### config.mk
export PLATFORM = sky130hd
export DESIGN_NAME = seven_seg_display_scheduler
export DESIGN_NICKNAME = d
export VERILOG_FILES = /design/src/rtl/seven_seg_pkg.sv /design/src/rtl/rr_arbiter.sv /design/src/rtl/seven_seg_display_scheduler.sv
export SDC_FILE = /design/constraint.sdc
export NUM_CORES = 1
export LEC_CHECK = 0
export ABC_CLOCK_PERIOD_IN_PS = 6700
export CORE_MARGIN = 5
export CORE_UTILIZATION = 33
export DETAILED_ROUTE_END_ITERATION = 7
export GPL_ROUTABILITY_DRIVEN = 0
export SKIP_LAST_GASP = 1
export SLEW_MARGIN = 10
export SYNTH_ARGS = -nofsm -noshare
export SYNTH_HDL_FRONTEND = slang
export SYNTH_SLANG_ARGS = --single-unit
### constraint.sdc
create_clock -name clk -period 6.7 [get_ports clk]
set_clock_uncertainty 0.15 [all_clocks]
set_input_delay 1.34 -clock clk [delete_from_list [all_inputs] [get_ports clk]]
set_output_delay 1.34 -clock clk [all_outputs]
set_load 0.005 [all_outputs]
### src/rtl/seven_seg_pkg.sv
// Shared types for the seven-segment display scheduler.
package seven_seg_pkg;

  localparam int SEG_DATA_W = 8;

  typedef logic [SEG_DATA_W-1:0] seg_byte_t;

  typedef enum logic [0:0] {
    IDLE = 1'b0,
    HOLD = 1'b1
  } state_t;

endpackage

### src/rtl/rr_arbiter.sv
// Combinational round-robin arbiter: first request at or above ptr, wrapping.
module rr_arbiter #(
  parameter int N = 2,
  localparam int IW = $clog2(N)
) (
  input  logic [N-1:0]  req,
  input  logic [IW-1:0] ptr,
  output logic [N-1:0]  gnt,
  output logic [IW-1:0] idx,
  output logic          any
);

  logic found;
  int   j;

  always_comb begin
    gnt   = '0;
    idx   = '0;
    found = 1'b0;
    j     = 0;
    for (int i = 0; i < N; i++) begin
      j = int'(ptr) + i;
      if (j >= N) j = j - N;
      if (!found && req[j]) begin
        found  = 1'b1;
        gnt[j] = 1'b1;
        idx    = IW'(j);
      end
    end
  end

  assign any = |req;

endmodule

### src/rtl/seven_seg_display_scheduler.sv
// Time-shares the two-digit hex display between byte producers.
// Define SEVEN_SEG_PREEMPT_EN to let requester 0 preempt a hold window.
module seven_seg_display_scheduler
  import seven_seg_pkg::*;
#(
  parameter int NUM_REQ = 2,
  parameter int HOLD_CYCLES = 50_000_000,
  localparam int IW = $clog2(NUM_REQ),
  localparam int CW = $clog2(HOLD_CYCLES + 1)
) (
  input  logic                                 clk,
  input  logic                                 rst,
  input  logic [NUM_REQ-1:0]                   req_valid,
  input  logic [NUM_REQ-1:0][SEG_DATA_W-1:0]   req_data,
  output logic [NUM_REQ-1:0]                   req_ready,
  output seg_byte_t                            data_out,
  output logic [IW-1:0]                        owner,
  output logic                                 busy
);

  state_t        state;
  logic [CW-1:0] cnt;
  logic [IW-1:0] ptr;

  logic [NUM_REQ-1:0] arb_gnt;
  logic [IW-1:0]      arb_idx;
  logic               arb_any;

  logic          grant_ok;
  logic          pre;
  logic          fire;
  logic [IW-1:0] sel_idx;
  logic [IW-1:0] ptr_nxt;

  rr_arbiter #(
    .N(NUM_REQ)
  ) u_arb (
    .req(req_valid),
    .ptr(ptr),
    .gnt(arb_gnt),
    .idx(arb_idx),
    .any(arb_any)
  );

  assign grant_ok = (state == IDLE) || (cnt == '0);

`ifdef SEVEN_SEG_PREEMPT_EN
  assign pre = (state == HOLD) && (owner != '0) && req_valid[0];
`else
  assign pre = 1'b0;
`endif

  assign fire    = !rst && (pre || (grant_ok && arb_any));
  assign sel_idx = pre ? '0 : arb_idx;

  // Preemption by requester 0 yields pointer 1 through the same wrap rule.
  assign ptr_nxt = (sel_idx == IW'(NUM_REQ - 1)) ? '0
                 : sel_idx + IW'(1);

  always_comb begin
    req_ready = '0;
    if (fire) begin
      if (pre) req_ready = NUM_REQ'(1);
      else     req_ready = arb_gnt;
    end
  end

  always_ff @(posedge clk or posedge rst) begin
    if (rst) begin
      state    <= IDLE;
      cnt      <= '0;
      ptr      <= '0;
      owner    <= '0;
      data_out <= '0;
    end else if (fire) begin
      state    <= HOLD;
      cnt      <= CW'(HOLD_CYCLES - 1);
      ptr      <= ptr_nxt;
      owner    <= sel_idx;
      data_out <= req_data[sel_idx];
    end else if (state == HOLD) begin
      // Expiry with nobody waiting: keep the last byte on the display.
      if (cnt == '0) state <= IDLE;
      else           cnt   <= cnt - CW'(1);
    end
  end

  assign busy = (state == HOLD);

endmodule
==> metrics, run 1 <==
Via Count=1805; vias in the first global route=1752; status=completed; worst slew pin tran=0.961 ns; post-synthesis mux area share=4.26%; # hold bufs at CTS=0; DR WL/cell=15.4 um; All-Layer GR Usage=12.7%; asr flop ratio synth=100%; RSZ-0062 raised after global routing=false; xor/xnor share of the synthesized area=2.07%; DR pass1 iterations=4; DP Wirelength=3410 um; Slew Limit Headroom=35.5%; Synth Area per Inst=9.56 um^2; Fin. Hold Viols=0; Final Cell Area=2620 um^2; hold crit path type=reg -> reg; EDFF count, synth=0; Startpoint Class=input port; CTS tree=yes; io pins=32; antenna violations before repair=0; Syn Inst Count=221; post-CTS setup repair buffer count=0; Starting Density=33.7%; minimum clock period=4.99 ns; CTS max path bufs=2; Residual DRC=0; post-CTS sizing=0; Synth Register Bits=37; clk slew on worst S/H paths=0.08 ns; Final nets=273; die height=90.0 um; Crit. End Element=primary output; Yosys warnings=0; Max Clk Rate=0.201 GHz; antenna-violating nets left=0; Clock Latency Late Sink=0.29 ns; row count=29; H-tree levels=2; area grow syn2layout=23.7%; Setup Viol. Count Final=0; port bufs=31; fin crit share=74.4%; pin count of the biggest net entering global routing=39; setup_tns=0 ns; adder-cell share of the synthesized area=1.18%; crit-path max FO=38; sequential element share of the synthesized area=43.8%; area of the mapped netlist=2110 um^2; maximum VDD drop=0.000128 V; P_leak=1.10 nW; antenna cells=0; grt total ovfl=0; First DRT Iteration DRCs=105; layout cells sized above 1=11.9%; Max Slew Vio Count=0; clock sinks=37; Total Die Area=8100 um^2; critical path data required time=5.21 ns; Synth Area in Compound Gates=16.8%; chip width=90.0 um; DP Area=2480 um^2; global-route wire length before repair=8570 um; PD cells=234 nW/um^2; final wirelength=5080 um; Crit Path Category=in -> out; Crit path arrival time=3.50 ns; post-synthesis simple-gate area fraction=27.7%; max-cap viol count=0; vias per cell=5.49; Placeable Area=6280 um^2; synthesized net count=243; Num CTS Buffers=5; clk root buf=clkbuf_8; Netlist cell types=52; Primary FF master, synth=dfrtp_1; largest family of logic cells by synthesized area=simple AND/OR/NAND/NOR gates
final timing paths:
| check | start | end | slack [ns] | cells past startpoint |
|---|---|---|---|---|
| worst max-delay path | rst | req_ready[1] | 1.71 | 7 |
| worst min-delay path | cnt[0] | cnt[0] | 0.34 | 1 |
| worst max register to register | cnt[20] | owner | 3.77 | 6 |
| worst min register to register | cnt[0] | cnt[0] | 0.34 | 1 |
| max in group asynchronous | rst | cnt[10] | 4.72 | 3 |
| min in group asynchronous | rst | ptr | 1.34 | 3 |
sequential cells by signal, indices dropped and copies added (netlist names):
| signal | count |
|---|---|
| busy | 1 |
| cnt | 26 |
| data_out | 8 |
| owner | 1 |
| ptr | 1 |
report_power, final:
group | switching (mW) | total, mW | internal (mW)
logic | 0.0474 | 0.0957 | 0.0483
clock network | 0.0851 | 0.233 | 0.148
registers | 0.0346 | 0.283 | 0.248
total | 0.167 | 0.611 | 0.444
layout by cell type, fill, tap and decap left out, types with 7 or more instances in the layout:
cell	synthesis	final
clkdlybuf4s50_1	0	31
mux2i_1	9	9
or3_1	10	10
nor2_1	13	13
dfrtp_1	37	37
o211a_1	7	7
o21ai_0	24	23
nor4_1	7	7
nand2_1	9	9
nand3_1	17	17
nor3_1	14	14
per-layer routing:
| metal | wire length (um) | global-route usage, % | share of wire, % |
|---|---|---|---|
| met1 | 2400 | 16.5 | 47 |
| met4 | 106 | 4.71 | 2.1 |
| met2 | 2270 | 20.2 | 45 |
| met5 | 0 | 0 | 0 |
| met3 | 298 | 3.59 | 5.9 |
layout make-up:
| cell class | count | area (um^2) |
|---|---|---|
| Clock buffer | 5 | 68.8 |
| Timing Repair Buffer | 35 | 340 |
| Inverter | 5 | 18.8 |
| Clock inverter | 3 | 65.1 |
| Tap cell | 77 | 96.3 |
| Sequential cell | 37 | 926 |
| Multi-Input combinational cell | 167 | 1100 |
| Fill cell | 664 | 3660 |
synth_stat cells (all sizes together) (2+ instances only):
master / count / area [um^2]
o21a: 2 / 15.0
nand3: 17 / 85.1
o31a: 2 / 18.8
or2b: 2 / 16.3
nand4: 4 / 31.3
nor2: 14 / 55.1
ha: 2 / 25.0
xor2: 2 / 17.5
buf: 5 / 32.5
dfrtp: 37 / 926
nand2: 10 / 40.0
o31ai: 2 / 15.0
and3: 4 / 26.3
a21o: 2 / 15.0
o211ai: 2 / 15.0
nor3: 14 / 70.1
o211a: 7 / 70.1
o21ai: 28 / 148
clkbuf: 7 / 36.3
or4: 3 / 27.5
inv: 5 / 18.8
xnor2: 3 / 26.3
nor4: 11 / 111
or2: 2 / 12.5
mux2i: 9 / 90.1
a21oi: 6 / 30.0
or3: 12 / 77.6
kinds of logic after synthesis:
group                    after synthesis
AND/OR/NAND/NOR                       97
flip-flops                            37
adder cells (fa/ha/maj)                2
buffers and inverters                 17
AO/OA/AOI/OAI                         54
multiplexers                           9
XOR/XNOR                               5
worst max-delay path, stage by stage:
cell and delay [ns]:
clkdlybuf4s50_1 0.42, inv_1 0.06, buf_4 0.41, o21ai_1 0.13, buf_4 0.22, nor3_1 0.33, clkdlybuf4s50_1 0.58
per-stage QoR:
stage	util (%)	setup slack, ns	hold WS [ns]	instances	power, mW
finish	41.7	1.71	0.342	329	0.611
global route	41.7	1.42	0.372	329	0.642
CTS	41.7	1.66	0.343	329	0.617
detailed placement	39.5	1.67	0.324	321	0.383
global placement	39.5	1.70	0.326	321	0.378
floorplan	-	2.35	0.307	221	0.347
No activity file was read; power rests on OpenSTA's default activity.
==> run 2, diff against run 1 <==
--- a/config.mk
+++ b/config.mk
@@ -5,7 +5,7 @@
 export SDC_FILE = /design/constraint.sdc
 export NUM_CORES = 1
 export LEC_CHECK = 0
-export ABC_CLOCK_PERIOD_IN_PS = 6700
+export ABC_CLOCK_PERIOD_IN_PS = 4080
 export CORE_MARGIN = 5
 export CORE_UTILIZATION = 33
 export DETAILED_ROUTE_END_ITERATION = 7
==> constraint.sdc (replaced) <==
create_clock -name clk -period 4.08 [get_ports clk]
set_clock_uncertainty 0.15 [all_clocks]
set_input_delay 0.816 -clock clk [delete_from_list [all_inputs] [get_ports clk]]
set_output_delay 0.816 -clock clk [all_outputs]
set_load 0.005 [all_outputs]
==> run 2 against run 1 <==
Effect of this change:
- core utilization decreased by 0.16 points
- cell count increased by 1.2%
- clock power increased by 12%
- non-clock buffer count increased by 5
- combinational power increased by 63%
- register-to-register slack got worse by 2.4 ns
- hold slack got worse by 0.0052 ns
- die area unchanged
- sequential power increased by 64%
==> metrics, run 2 (synthesis gave the netlist of run 1 again) <==
All-Layer GR Usage=12.5% (-0.27 points); clk slew on worst S/H paths=0.08 ns (about the same); global-route wire length before repair=8450 um (-1.4%); Biggest register=cnt; Total Die Area=8100 um^2 (unchanged); fin crit share=90.3%; DR pass1 iterations=4 (unchanged); status=completed; met2 Resource Use GR=20.7% (+0.55 points); post-CTS sizing=0 (unchanged); Crit Path Category=reg -> out; layer with the highest usage=met2; First DRT Iteration DRCs=73 (-30%); chip width=90.0 um (unchanged); RSZ-0062 raised after global routing=false; grt total ovfl=0 (unchanged); post-layout util=41.5% (-0.16 points); Startpoint Class=flip-flop; crit-path max FO=8 (-79%); Hold Crit Start=owner; R2R setup slack=1.42 ns (-2.35 ns); antenna cells=0 (unchanged); Clock Latency Late Sink=0.29 ns (about the same); Max Clk Rate=0.271 GHz; Via Count=1807 (+0.11%); CP Cell Sequence=nor4_1 -> nand4_1 -> o21a_1 -> nor3_1 -> clkdlybuf4s50_1; area grow syn2layout=23.3%; Tot Pwr=879 uW (+44%); RR Endpoint=cnt[19]; CTS max path bufs=2 (unchanged); CP peak stage delay=0.58 ns (about the same); most common cell after layout, fill and taps aside=dfrtp_1; clock sinks=37 (unchanged); DP Wirelength=3400 um (-0.22%); FF-to-FF Start=cnt[2]; Hold Path Depth=1 (unchanged); Setup Viol. Count Final=0 (unchanged); die height=90.0 um (unchanged); antenna violations before repair=0 (unchanged); Largest register FFs=26 (unchanged); critical path's top delay family=simple AND/OR/NAND/NOR gates; CTS tree=yes; Num CTS Buffers=5 (unchanged); Residual DRC=0 (unchanged); vias per cell=5.43 (-1.1%); WHS Endpoint=owner; setup_tns=0 ns (unchanged); Slew Limit Headroom=63.1% (+28 points); minimum clock period=3.69 ns; Fin. Hold Viols=0 (unchanged); Starting Density=33.7% (unchanged); row count=29 (unchanged); port bufs=31 (unchanged); PD cells=338 nW/um^2 (+44%); DR WL/cell=14.7 um (-4.9%); antenna-violating nets left=0 (unchanged); Crit. End Element=primary output; count of buffer and inverter cells on the critical path=1 (-4); Placeable Area=6280 um^2 (unchanged); # hold bufs at CTS=0 (unchanged); clk root buf=clkbuf_8; io pins=32 (unchanged); worst slew pin tran=0.549 ns (-0.412 ns); maximum VDD drop=0.000134 V (+4.1%); pin count of the biggest net entering global routing=38 (-2.6%); vias in the first global route=1731 (-1.2%); met1 usage=15.7% (-0.80 points); Crit path arrival time=2.72 ns (-0.78 ns); CP max stage cell=clkdlybuf4s50_1; top flop regs=cnt (26), data_out (8); P_leak=1.10 nW (about the same); final wirelength=4890 um (-3.7%); most frequent cells in the layout=dfrtp_1 (37), clkdlybuf4s50_1 (31), o21ai_0 (23), nand3_1 (17), nor3_1 (14); M3 GR Usage=4.01% (+0.42 points); post-CTS setup repair buffer count=0 (unchanged); critical path data required time=3.11 ns (-2.10 ns); max-cap viol count=0 (unchanged); hold crit path type=reg -> reg; layout cells sized above 1=12.9% (+0.99 points); Final nets=278 (+1.8%); Max Slew Vio Count=0 (unchanged); H-tree levels=2 (unchanged); FF-to-FF path depth=5 (-1)
==> run 2: changes by cell type in the layout (fill, tap and decap cells not counted) <==
cell       change
buf_4          +5
clkinv_2       -1
clkbuf_8       +1
bufinv_16      -2
clkbuf_1       +1
==> run 2: worst max path at each step <==
stage / startpoint / end / slack [ns] / cells after the start
2_1_floorplan: rst / req_ready[1] / 0.78 / 3
3_3_place_gp: req_valid[0] / req_ready[0] / 0.71 / 5
3_5_place_dp: cnt[2] / req_ready[1] / 0.70 / 5
4_1_cts: cnt[2] / req_ready[1] / 0.35 / 5
5_1_grt: cnt[2] / req_ready[1] / 0.11 / 5
6_report: cnt[2] / req_ready[1] / 0.39 / 5
==> run 2: area by class of cell <==
type	count	area (um^2)
clock buffer	7	86.3
fill	639	3670
inverter	5	18.8
multi-input combinational	167	1100
sequential	37	926
tap	77	96.3
timing repair buffer	40	378
==> run 2: report_power, final <==
group	leakage, nW	internal, mW	switching, mW	total (mW)
sequential	0.444	0.407	0.0559	0.463
combinational	0.611	0.0808	0.0754	0.156
clock	0.0443	0.134	0.126	0.260
==> run 2: per-stage QoR <==
| step | cell area, um^2 | instances | hold slack, ns | setup slack (ns) |
|---|---|---|---|---|
| after floorplan | 2110 | 221 | 0.307 | 0.779 |
| after global placement | 2520 | 326 | 0.329 | 0.710 |
| after detailed placement | 2520 | 326 | 0.320 | 0.697 |
| after CTS | 2610 | 333 | 0.338 | 0.349 |
| after global routing | 2610 | 333 | 0.361 | 0.113 |
| final | 2610 | 333 | 0.337 | 0.394 |
==> run 2: layer usage <==
metal  share of wire [%]  wire length [um]
met5                   0                 0
met1                  47              2300
met4                 1.0                50
met2                  46              2270
met3                 5.5               268
==> run 3, diff against run 2 <==
--- a/config.mk
+++ b/config.mk
@@ -5,7 +5,7 @@
 export SDC_FILE = /design/constraint.sdc
 export NUM_CORES = 1
 export LEC_CHECK = 0
-export ABC_CLOCK_PERIOD_IN_PS = 4080
+export ABC_CLOCK_PERIOD_IN_PS = 3000
 export CORE_MARGIN = 5
 export CORE_UTILIZATION = 33
 export DETAILED_ROUTE_END_ITERATION = 7
==> constraint.sdc (replaced) <==
create_clock -name clk -period 3 [get_ports clk]
set_clock_uncertainty 0.15 [all_clocks]
set_input_delay 0.6 -clock clk [delete_from_list [all_inputs] [get_ports clk]]
set_output_delay 0.6 -clock clk [all_outputs]
set_load 0.005 [all_outputs]
==> run 3 against run 2 <==
Effect of this change:
- via count rose by 3.0%
- first-iteration DRC count rose by 1.4%
- worst setup slack got worse by 0.19 ns
- sequential share of layout area fell by 1.4 points
- hold slack improved by 0.0014 ns
- global-route usage fell by 0.083 points
- critical path type is now reg -> reg
- critical endpoint is now cnt[19]
- largest cell class unchanged
==> metrics, run 3 (synthesis gave the netlist of run 1 again) <==
Crit path arrival time=2.81 ns (+0.09 ns); max-cap viol count=0 (unchanged); status=completed; Max Clk Rate=0.358 GHz; layout cells sized above 1=19.5% (+6.6 points); CP max stage cell=or4_1; chip width=90.0 um (unchanged); DR WL/cell=14.4 um (-1.7%); most frequent cells in the layout=dfrtp_1 (34), clkdlybuf4s50_1 (29), o21ai_0 (23), buf_4 (20), nand3_1 (17); RSZ-0062 raised after global routing=false; die height=90.0 um (unchanged); Tot Pwr=1.23 mW (+39%); CP Cell Sequence=buf_4 -> or4_4 -> or4_1 -> nor2_2 -> nand3_1 -> o221a_2; antenna violations before repair=0 (unchanged); DR pass1 iterations=4 (unchanged); minimum clock period=2.79 ns; WL met1=2330 um (+1.4%); DP Area=2560 um^2 (+1.5%); maximum VDD drop=0.000190 V (+43%); Final Cell Area=2730 um^2 (+4.7%); register share of total power=51.3% (-1.4 points); CP peak stage delay=0.78 ns (+0.20 ns); Startpoint Class=flip-flop; Biggest register=cnt; antenna-violating nets left=0 (unchanged); worst slew pin tran=0.482 ns (-0.0663 ns); Fin. Hold Viols=0 (unchanged); row count=29 (unchanged); top flop regs=cnt (26), data_out (8); top sig layer=met4; global-route wire length before repair=8630 um (+2.0%); final wirelength=4960 um (+1.5%); Setup Viol. Count Final=0 (unchanged); CTS max path bufs=2 (unchanged); clock share of power=28.6% (-1.0 points); Clock Latency Late Sink=0.28 ns (about the same); grt total ovfl=0 (unchanged); Placeable Area=6280 um^2 (unchanged); Fin Hold WS=0.338 ns (+0.00145 ns); Sw Pwr=359 uW (+40%); Num CTS Buffers=5 (unchanged); switching share of power=29.3% (about the same); fin crit share=93.1%; Final nets=289 (+4.0%); port bufs=31 (unchanged); clock sinks=37 (unchanged); Crit. End Element=flip-flop; crit-path max FO=8 (unchanged); pin count of the biggest net entering global routing=38 (unchanged); First DRT Iteration DRCs=74 (+1.4%); Via Count=1861 (+3.0%); DP Wirelength=3460 um (+1.8%); hold crit path type=reg -> reg; non-filler cells, final=344 (+3.3%); DR WL met3=304 um (+13%); P_leak=1.18 nW (+7.2%); clk slew on worst S/H paths=0.07 ns (about the same); clk root buf=clkbuf_8; dpl cells=331 (+1.5%); io pins=32 (unchanged); Max Slew Vio Count=0 (unchanged); WL met2=2280 um (+0.57%); All-Layer GR Usage=12.4% (-0.083 points); Comb pwr share=20.1% (+2.3 points); most common cell after layout, fill and taps aside=dfrtp_1; critical path data required time=3.02 ns (-0.09 ns); vias per cell=5.41 (-0.30%); Layout fillers=646 (+1.1%); Largest register FFs=26 (unchanged); Slew Limit Headroom=67.8% (+4.8 points); Crit Path Category=reg -> reg; setup_tns=0 ns (unchanged); Total Die Area=8100 um^2 (unchanged); Starting Density=33.7% (unchanged); CTS tree=yes; Pint=868 uW (+39%); vias in the first global route=1800 (+4.0%); PD cells=450 nW/um^2 (+33%); H-tree levels=2 (unchanged); antenna cells=0 (unchanged); Residual DRC=0 (unchanged); area grow syn2layout=29.0%
[run 3: final timing paths]
kind	start	end	slack, ns	cells after the start
max reg2reg	cnt[2]	cnt[19]	0.21	6
max	cnt[2]	cnt[19]	0.21	6
min reg2reg	owner	owner	0.34	1
min	owner	owner	0.34	1
max in group asynchronous	rst	cnt[16]	1.70	3
min in group asynchronous	rst	cnt[7]	0.63	3
[run 3: critical path, delay by kind of cell, from the launching register on]
| kind | cells | cell delay, ns |
|---|---|---|
| flip-flops | 1 | 0.41 |
| AO/OA/AOI/OAI | 1 | 0.25 |
| buffers and inverters | 1 | 0.16 |
| AND/OR/NAND/NOR | 4 | 1.69 |
[run 3: repair_timing]
item                       CTS  global route
hold buffers                 0             0
setup endpoints to repair    2             1
gates cloned                 0             0
pin swaps                    1             1
setup buffers                6             0
gates resized for setup      9             2
[run 3: metal layers]
layer / GRT usage [%] / vias to the layer above
li1: - / 919
met1: 16.8 / 900
met2: 19.6 / 37
met3: 3.67 / 5
met4: 2.61 / 0
met5: 0 / -
[run 3: cell type report]
type	instances	area, um^2	area share, %
clock buffers	7	86.3	3.17
inverters	5	18.8	0.688
multi-input cells	167	1130	41.6
flip-flops and latches	37	930	34.1
well taps	77	96.3	3.53
repair buffers	51	462	16.9
[run 3: power by group through the flow]
stage / sequential, mW / clock, mW / combinational, mW
after floorplan: 0.622 / 0 / 0.153
after global placement: 0.636 / 0 / 0.212
after detailed placement: 0.640 / 0 / 0.218
after CTS: 0.627 / 0.361 / 0.249
after global routing: 0.640 / 0.380 / 0.281
final: 0.629 / 0.351 / 0.246
[run 3: per-stage QoR]
stage / util, % / worst slack, ns
after global placement: 40.7 / 0.199
after detailed placement: 40.7 / 0.168
final: 43.4 / 0.207
after CTS: 43.3 / 0.0288
after global routing: 43.4 / 0.125
after floorplan: - / 0.131
